## src/rtl/riscv_pkg.sv

```systemverilog
// Shared RISC-V decode types: base opcodes, control-unit states and the
// control-strobe bundle driven by the multicycle sequencer.
package riscv_pkg;

  typedef enum logic [6:0] {
    LUI    = 7'b0110111,
    AUIPC  = 7'b0010111,
    JAL    = 7'b1101111,
    JALR   = 7'b1100111,
    BRANCH = 7'b1100011,
    LOAD   = 7'b0000011,
    STORE  = 7'b0100011,
    OP_IMM = 7'b0010011,
    OP_RG3 = 7'b0110011,
    SYS    = 7'b1110011
  } opcode_t;

  typedef enum logic [1:0] {
    FETCH = 2'd0,
    EXEC  = 2'd1,
    WB    = 2'd2,
    INTR  = 2'd3
  } state_t;

  localparam logic [2:0] FUNC3_MRET = 3'b000;

  typedef struct packed {
    logic pc_write;
    logic ir_we;
    logic reg_write;
    logic mem_rden1;
    logic mem_rden2;
    logic mem_we2;
    logic csr_we;
    logic int_taken;
    logic mret_exec;
    logic illegal_op;
    logic mem_err;
  } ctrl_t;

endpackage

```

## src/rtl/cu_fsm_if.sv

```systemverilog
// Control-unit boundary: decoded IR fields and memory handshake in,
// write enables and status pulses out.
interface cu_fsm_if;

    logic [6:0] opcode;
    logic [2:0] func3;
    logic       int_req;
    logic       mem_ready;

    logic       pc_write;
    logic       ir_we;
    logic       reg_write;
    logic       mem_rden1;
    logic       mem_rden2;
    logic       mem_we2;
    logic       csr_we;
    logic       int_taken;
    logic       mret_exec;
    logic       illegal_op;
    logic       mem_err;

    modport master (
        input  opcode, func3, int_req, mem_ready,
        output pc_write, ir_we, reg_write, mem_rden1, mem_rden2, mem_we2,
               csr_we, int_taken, mret_exec, illegal_op, mem_err
    );

    modport slave (
        output opcode, func3, int_req, mem_ready,
        input  pc_write, ir_we, reg_write, mem_rden1, mem_rden2, mem_we2,
               csr_we, int_taken, mret_exec, illegal_op, mem_err
    );

endinterface

```

## src/rtl/mem_wait_timer.sv

```systemverilog
// Memory wait-state counter; `expired` is high on the last permitted
// waiting cycle so the sequencer can flag a timeout in that same cycle.
module mem_wait_timer #(
    parameter int MEM_TIMEOUT = 16
) (
    input  logic clk,
    input  logic rst,
    input  logic clr,
    input  logic en,
    output logic expired
);

    localparam int W = $clog2(MEM_TIMEOUT + 1);
    localparam logic [W-1:0] LAST = W'(MEM_TIMEOUT - 1);

    logic [W-1:0] count;

    // NOTE: clocked state uses non-blocking assignments so every register
    // samples pre-edge values regardless of block evaluation order.
    always_ff @(posedge clk) begin
        if (rst || clr) begin
            count <= '0;
        end else if (en) begin
            count <= count + W'(1);
        end
    end

    assign expired = (count == LAST);

endmodule

```

## src/rtl/cu_fsm.sv

```systemverilog
// Multicycle RISC-V control unit: sequences fetch, execute, load writeback
// and interrupt entry, with bounded memory wait states.
module cu_fsm
    import riscv_pkg::*;
#(
    parameter int MEM_TIMEOUT = 16
) (
    input  logic      clk,
    input  logic      rst,
    cu_fsm_if.master  bus
);

    state_t state;
    state_t next_state;
    ctrl_t  ctrl;
    logic   timer_clr;
    logic   timer_en;
    logic   expired;

    mem_wait_timer #(.MEM_TIMEOUT(MEM_TIMEOUT)) u_timer (
        .clk     (clk),
        .rst     (rst),
        .clr     (timer_clr),
        .en      (timer_en),
        .expired (expired)
    );

    always_ff @(posedge clk) begin
        if (rst) begin
            state <= FETCH;
        end else begin
            state <= next_state;
        end
    end

    always_comb begin
        // NOTE: every signal gets a default before the case so no path can
        // leave one unassigned and infer a latch.
        ctrl       = '0;
        next_state = state;
        timer_clr  = 1'b0;
        timer_en   = 1'b0;

        unique case (state)
            FETCH: begin
                ctrl.mem_rden1 = 1'b1;
                if (bus.mem_ready) begin
                    ctrl.ir_we = 1'b1;
                    timer_clr  = 1'b1;
                    next_state = EXEC;
                end else if (expired) begin
                    // Timeout re-issues the fetch rather than leaving FETCH.
                    ctrl.mem_err = 1'b1;
                    timer_clr    = 1'b1;
                end else begin
                    timer_en = 1'b1;
                end
            end

            EXEC: begin
                timer_clr  = 1'b1;
                next_state = bus.int_req ? INTR : FETCH;
                case (bus.opcode)
                    LUI, AUIPC, JAL, JALR, OP_IMM, OP_RG3: begin
                        ctrl.reg_write = 1'b1;
                        ctrl.pc_write  = 1'b1;
                    end
                    BRANCH: ctrl.pc_write = 1'b1;
                    STORE: begin
                        ctrl.mem_we2  = 1'b1;
                        ctrl.pc_write = 1'b1;
                    end
                    LOAD: begin
                        ctrl.mem_rden2 = 1'b1;
                        next_state     = WB;
                    end
                    SYS: begin
                        ctrl.pc_write = 1'b1;
                        if (bus.func3 == FUNC3_MRET) begin
                            ctrl.mret_exec = 1'b1;
                        end else begin
                            ctrl.csr_we    = 1'b1;
                            ctrl.reg_write = 1'b1;
                        end
                    end
                    default: begin
                        ctrl.illegal_op = 1'b1;
                        ctrl.pc_write   = 1'b1;
                    end
                endcase
            end

            WB: begin
                ctrl.mem_rden2 = 1'b1;
                if (bus.mem_ready) begin
                    ctrl.reg_write = 1'b1;
                    ctrl.pc_write  = 1'b1;
                    timer_clr      = 1'b1;
                    next_state     = bus.int_req ? INTR : FETCH;
                end else if (expired) begin
                    // A failed load still retires; any interrupt waits one instruction.
                    ctrl.mem_err  = 1'b1;
                    ctrl.pc_write = 1'b1;
                    timer_clr     = 1'b1;
                    next_state    = FETCH;
                end else begin
                    timer_en = 1'b1;
                end
            end

            INTR: begin
                ctrl.int_taken = 1'b1;
                ctrl.pc_write  = 1'b1;
                timer_clr      = 1'b1;
                next_state     = FETCH;
            end

            default: next_state = FETCH;
        endcase

        if (rst) begin
            ctrl = '0;
        end
    end

    assign bus.pc_write   = ctrl.pc_write;
    assign bus.ir_we      = ctrl.ir_we;
    assign bus.reg_write  = ctrl.reg_write;
    assign bus.mem_rden1  = ctrl.mem_rden1;
    assign bus.mem_rden2  = ctrl.mem_rden2;
    assign bus.mem_we2    = ctrl.mem_we2;
    assign bus.csr_we     = ctrl.csr_we;
    assign bus.int_taken  = ctrl.int_taken;
    assign bus.mret_exec  = ctrl.mret_exec;
    assign bus.illegal_op = ctrl.illegal_op;
    assign bus.mem_err    = ctrl.mem_err;

endmodule

```

## src/flat_wrapper.sv

```systemverilog
// flat-port wrapper written by rule: the top's interface ports become plain ports
module cu_fsm_flat import riscv_pkg::*;
#(
    parameter int MEM_TIMEOUT = 16
)
  (clk, rst, bus_opcode, bus_func3, bus_int_req, bus_mem_ready, bus_pc_write, bus_ir_we, bus_reg_write, bus_mem_rden1, bus_mem_rden2, bus_mem_we2, bus_csr_we, bus_int_taken, bus_mret_exec, bus_illegal_op, bus_mem_err);
  cu_fsm_if bus_i ();
  input  logic clk;
  input  logic rst;
  input wire logic [$bits(bus_i.opcode)-1:0] bus_opcode;
  input wire logic [$bits(bus_i.func3)-1:0] bus_func3;
  input wire logic [$bits(bus_i.int_req)-1:0] bus_int_req;
  input wire logic [$bits(bus_i.mem_ready)-1:0] bus_mem_ready;
  output wire logic [$bits(bus_i.pc_write)-1:0] bus_pc_write;
  output wire logic [$bits(bus_i.ir_we)-1:0] bus_ir_we;
  output wire logic [$bits(bus_i.reg_write)-1:0] bus_reg_write;
  output wire logic [$bits(bus_i.mem_rden1)-1:0] bus_mem_rden1;
  output wire logic [$bits(bus_i.mem_rden2)-1:0] bus_mem_rden2;
  output wire logic [$bits(bus_i.mem_we2)-1:0] bus_mem_we2;
  output wire logic [$bits(bus_i.csr_we)-1:0] bus_csr_we;
  output wire logic [$bits(bus_i.int_taken)-1:0] bus_int_taken;
  output wire logic [$bits(bus_i.mret_exec)-1:0] bus_mret_exec;
  output wire logic [$bits(bus_i.illegal_op)-1:0] bus_illegal_op;
  output wire logic [$bits(bus_i.mem_err)-1:0] bus_mem_err;
  assign bus_i.opcode = bus_opcode;
  assign bus_i.func3 = bus_func3;
  assign bus_i.int_req = bus_int_req;
  assign bus_i.mem_ready = bus_mem_ready;
  assign bus_pc_write = bus_i.pc_write;
  assign bus_ir_we = bus_i.ir_we;
  assign bus_reg_write = bus_i.reg_write;
  assign bus_mem_rden1 = bus_i.mem_rden1;
  assign bus_mem_rden2 = bus_i.mem_rden2;
  assign bus_mem_we2 = bus_i.mem_we2;
  assign bus_csr_we = bus_i.csr_we;
  assign bus_int_taken = bus_i.int_taken;
  assign bus_mret_exec = bus_i.mret_exec;
  assign bus_illegal_op = bus_i.illegal_op;
  assign bus_mem_err = bus_i.mem_err;
  cu_fsm #(.MEM_TIMEOUT(MEM_TIMEOUT)) u_core (.clk(clk), .rst(rst), .bus(bus_i));
endmodule
```

## config.mk

```make
export PLATFORM = sky130hd
export DESIGN_NAME = cu_fsm_flat
export DESIGN_NICKNAME = d
export VERILOG_FILES = /design/src/rtl/riscv_pkg.sv /design/src/rtl/cu_fsm_if.sv /design/src/rtl/mem_wait_timer.sv /design/src/rtl/cu_fsm.sv /design/src/flat_wrapper.sv
export SDC_FILE = /design/constraint.sdc
export NUM_CORES = 1
export LEC_CHECK = 0
export ABC_AREA = 0
export BUFFER_PORTS_ARGS = -buffer_cell sky130_fd_sc_hd__buf_2
export CAP_MARGIN = 20
export CORE_MARGIN = 2
export CORE_UTILIZATION = 25
export DETAILED_ROUTE_END_ITERATION = 8
export GPL_TIMING_DRIVEN = 0
export SYNTH_ARGS = -nofsm -noshare
export SYNTH_HDL_FRONTEND = slang
export SYNTH_SLANG_ARGS = --single-unit
```

## constraint.sdc

```tcl
create_clock -name clk -period 2 [get_ports clk]
set_clock_uncertainty 0.15 [all_clocks]
set_input_delay 0.3 -clock clk [delete_from_list [all_inputs] [get_ports clk]]
set_output_delay 0.3 -clock clk [all_outputs]
set_load 0.005 [all_outputs]
```

After elaboration in Yosys (flattened, before gate mapping)
Index checks and enable logic that the tools add are counted.

storage, ports and cells
  register bits after elaboration = 7

cells by class
  add/sub/neg operators = 1
  equal/unequal tests = 16
  muxes and demuxes = 33
  reduce and logical (&&, ||, !) cells = 8

operators by type and width
  kind                                            number
  == test 7 bit (second input constant)           4
  == test 7 x 6 -> 1 bit (second input constant)  3
  two-way mux 1 bit                               19
  == test 7 x 5 -> 1 bit (second input constant)  2
  two-way mux 2 bit                               7
  two-way mux 11 bit                              1
  OR reduction 10 bit                             1
  one-hot mux 1 bit (2 select lines)              4
  one-hot mux 2 bit (4 select lines)              1
  == test 7 x 2 -> 1 bit (second input constant)  1
  OR reduction 6 bit                              1
  adder 5 x 1 -> 5 bit (second input constant)    1
  == test 5 x 4 -> 1 bit (second input constant)  1
  == test 2 bit (second input constant)           2
  OR reduction 2 bit                              2
  zero test 3 bit                                 1
  != test 3 x 2 -> 1 bit (second input constant)  1
  one-hot mux 1 bit (3 select lines)              1
  == test 2 x 1 -> 1 bit (second input constant)  1
  zero test 2 bit                                 1
  != test 2 bit (second input constant)           1
  AND reduction 2 bit                             1
  logical OR 1 bit                                1

Longest topological paths before layout
  word-level depth = 5
  gate-level depth with buffers = 7
  gate-level depth less buffers = 7

Hierarchy
From an unflattened synthesis, not the netlist that was laid out.

unflattened totals
  cell total of the unflattened synthesis = 83
  area, all modules = 701.9 µm²

by module, submodules not included
  module          times used  cells each  area each (µm²)  sequential area each (µm²)
  cu_fsm          1           59          444.2            40.0
  mem_wait_timer  1           24          257.7            100.1

Worst setup path after synthesis
OpenSTA, ideal clock, no wires.

  path type = reg2reg
  start point = reg u_core.u_timer.count[0]
  end point = reg u_core.u_timer.count[4]
  arrival = 1.678 ns
  data required time = 1.771 ns
  setup slack = 0.093 ns
  stages on the path, launching flop included = 7
  path buffers = 0
  clock period less this slack = 1.907 ns
  path through = dfxtp_1 ha_1 and3_1 ha_1 or2_4 or4_4 a211oi_2

on the way
  cells in the longest elaborated chain, start to end = 5
  elaborated cells on any way between the ends = 9

ends and longest elaborated chain
  what                                RTL line                     RTL
  from (decl)                         mem_wait_timer.sv:16         logic [W-1:0] count;
  from (signal assigned)              mem_wait_timer.sv:24         count <= count + W'(1);
  == test 5 x 4 -> 1 bit              mem_wait_timer.sv:28         assign expired = (count == LAST);
  two-way mux 1 bit                   cu_fsm.sv:51, cu_fsm.sv:100
  two-way mux 1 bit                   cu_fsm.sv:95                 if (bus.mem_ready) begin
  one-hot mux 1 bit (2 select lines)  cu_fsm.sv:44                 unique case (state)
  logical OR 1 bit                    mem_wait_timer.sv:21         if (rst || clr) begin

Parallel ways exist; a longest one is shown, timed or not.
A chain may end at the register's enable or synchronous reset.

Worst setup path after layout
  start point = reg u_core.u_timer.count[1]
  end point = out bus_pc_write

on the way
  cells in the longest elaborated chain, start to end = 5

ends and longest elaborated chain
  what                                RTL line              RTL
  == test 5 x 4 -> 1 bit              mem_wait_timer.sv:28
  two-way mux 1 bit                   cu_fsm.sv:100         end else if (expired) begin
  two-way mux 1 bit                   cu_fsm.sv:95
  one-hot mux 1 bit (3 select lines)  cu_fsm.sv:44
  two-way mux 11 bit                  cu_fsm.sv:121         if (rst) begin
  to (decl)                           flat_wrapper.sv:14    output wire logic [$bits(bus_i.pc_write)-1:0] bus_pc_write;

No other way between the ends.

==> impl_results.md <==
- Failing checks: negative setup slack
- Placed wire-length estimate: 1190 um
- Clk sinks: 7
- Post-synth top area share: a little under a quarter
- Avg WL per Cell: 11.8 um
- Hold Path Class: primary input to flop
- Clock Tree Buf Depth: 2
- Top cells by area, synth: dfxtp_1 (23%), ha_1 (12%), nor3_1 (5.7%)
- DRC viols: 0
- Switching part of the total: 31.5%
- Area Overhead vs Synth: 54.2%
- Fin. Hold Viols: 0
- CTS Buf Count: 3
- Initial antenna violation count: 0
- Reg power frac: 36.2%
- First-pass GRT wire length: ~2300 um
- Critical path data arrival time: 1710 ps
- Post-Route WL: 1670 um
- Latest clock arrival within the worst-skew pair: around 250 ps
- Clk pwr share: between 30% and 40%
- Combinational share of power: around a third
- DR pass1 iterations: 4
- Layout cells sized above 1: 52.6%
- Yosys warnings: 0
- GR Util All Layers: a little over a tenth
- Status: finished, violations left
- Fin crit period: between 2000 and 2500 ps
- Max-cap violations: 0
- Worst Setup End Kind: output pin
- Vias in the first global route: between 500 and 600
- Die Y-Extent: 53.7 um
- Ys flop type: dfxtp_1
- Synth cell types: 30
- Pleak: roughly 0.39 nW
- Power, Total: roughly 420 uW
- H-Tree Depth: 1
- Synth area leader: dfxtp_1
- Max Slew Vio Count: 0
- Port bufs: 24
- Routed Antenna Nets: 0
- Worst-path clk slew: approximately 50 ps
- Cell Int Power: just under 300 uW
- Global route overflow: 0
- Share of the yosys chip area belonging to registers: 22.7%
- Syn avg cell area: between 7 and 8 um2
- Synthesized cell area: approximately 620 um2
- Post-route setup slack: -156 ps
- Drt initial violations: 5
- Critical Path Source Type: flop
- Async SR Flop Fraction: 0%
- CP Class: flop to output pin
- Syn Nets: 98
- Worst vdd ir: 0.363 mV
- Boundary Pins: 25
- Non-filler cells, final: 142
- Vias per cell: approximately 5
- Routability congestion estimate: just under 0.8
- Final worst-path cycle share: 108%
- Switching power: 133 uW
- Die Footprint: ~2900 um2
- Placement Rows: 17
- Starting Density: between 20% and 30%
- Post-route design area: between 900 and 1000 um2
- Worst EP required: 1550 ps
- Worst-margin pin slew: approximately 400 ps
- Vias: around 700
- Nets: about 140
- ANT cells: 0
- RSZ-0062 raised after global routing: yes
- Pin count of the biggest net entering global routing: 10
- Max frequency: ~460 MHz
- Count of final setup violators: 3
- Max transition margin: 73.2%
- Register bit count reported by yosys: 7
- Most frequent cell after synthesis: nor2_1
- Placeable Area: 2280 um2
- Placed insts: 130
- Post-DP Area: 772 um2
- Gate Count Post-Synth: 78
- Hold slack: between 200 and 250 ps
- Worst-path maximum fanout: 2
- PwrDens: 444 nW/um2
- Chip width: ~54 um
- CTS tree: built
- Top cells by count, synth: nor2_1 (8), dfxtp_1 (7), nor3_1 (7)
- Clock Tree Root: clkbuf_4
- Post-synth EDFFs: 0
[registers in the layout, summed over array words and instances (netlist names)]
name and flops:
u_core.u_timer.count 5, u_core.state 2
[cell families after synthesis]
| kind of cell | Yosys count | share of synthesized area (%) |
|---|---|---|
| and+or+nand+nor | 40 | 39.1 |
| AOI/OAI and AO/OA | 14 | 14.8 |
| muxes | 2 | 3.25 |
| adders and majority gates | 6 | 12.2 |
| DFF | 7 | 22.7 |
| buffers and inverters | 6 | 3.65 |
| xor gates and xnor gates | 3 | 4.26 |
[per-stage QoR]
step	worst slack, ps	utilization [%]	setup TNS, ps
detailed placement	-15.8	33.9	-15.8
global placement	-12.5	33.9	-12.5
floorplan	92.9	-	0
finish	-156	41.8	-215
CTS	-135	37.8	-314
global route	-231	41.8	-631
[power groups by stage]
stage,registers [mW],logic (mW),clock network (mW)
3_3_place_gp,0.153,0.106,0
5_1_grt,0.153,0.152,0.141
2_1_floorplan,0.152,0.0674,0
4_1_cts,0.151,0.118,0.136
6_report,0.153,0.139,0.130
3_5_place_dp,0.153,0.109,0
[worst paths after layout]
kind | from | endpoint | slack [ps] | depth (start not counted)
worst max-delay path | u_core.u_timer.count[1]$_SDFFE_PP0P_ | bus_pc_write | -160 | 7
worst min-delay path | rst | u_core.state[1]$_SDFFE_PP0P_ | 210 | 2
worst max register to register | u_core.u_timer.count[1]$_SDFFE_PP0P_ | u_core.u_timer.count[4]$_SDFFE_PP0P_ | -40 | 7
worst min register to register | u_core.u_timer.count[4]$_SDFFE_PP0P_ | u_core.u_timer.count[4]$_SDFFE_PP0P_ | 380 | 2
[area by class of cell]
type | instances | area (um2)
inverters | 6 | 22.5
well taps | 28 | 35.0
clock buffers | 4 | 26.3
multi-input cells | 65 | 542
flip-flops and latches | 7 | 145
repair buffers | 32 | 180
fillers | 238 | 1330
[per-layer routing]
layer / share of wire [%] / track usage [%] / routed length (um)
met1: 43 / 11.6 / 713
met2: 50 / 20.9 / 833
met3: 6.4 / 1.11 / 106
met4: 0.90 / 5.13 / 15
met5: 0 / 0 / 0
[critical path: stages, from the launching register on]
cell      delay [ps]
dfxtp_2          330
ha_4             150
and3_4           160
ha_4             150
or2_4            230
a211oi_2         240
nor3_2            50
buf_2            130
[cell usage in the layout (no fill, tap or decap), types with 3 or more instances in the layout]
cell type	synthesis	routed
ha_4	0	3
a21oi_1	5	5
ha_1	6	3
buf_4	0	8
buf_2	0	24
nor3_1	7	6
xnor2_1	3	3
o21ai_0	3	3
inv_1	6	5
nand3_1	3	3
clkbuf_4	0	3
dfxtp_2	0	4
nor2_1	8	6
dfxtp_1	7	3
[what timing repair did]
action,CTS,global route
buffers inserted,3,5
gates resized for setup,9,12
pin swaps,5,10
setup endpoints to repair,5,12
hold buffers,0,0
Power figures use the tool's default switching activity.
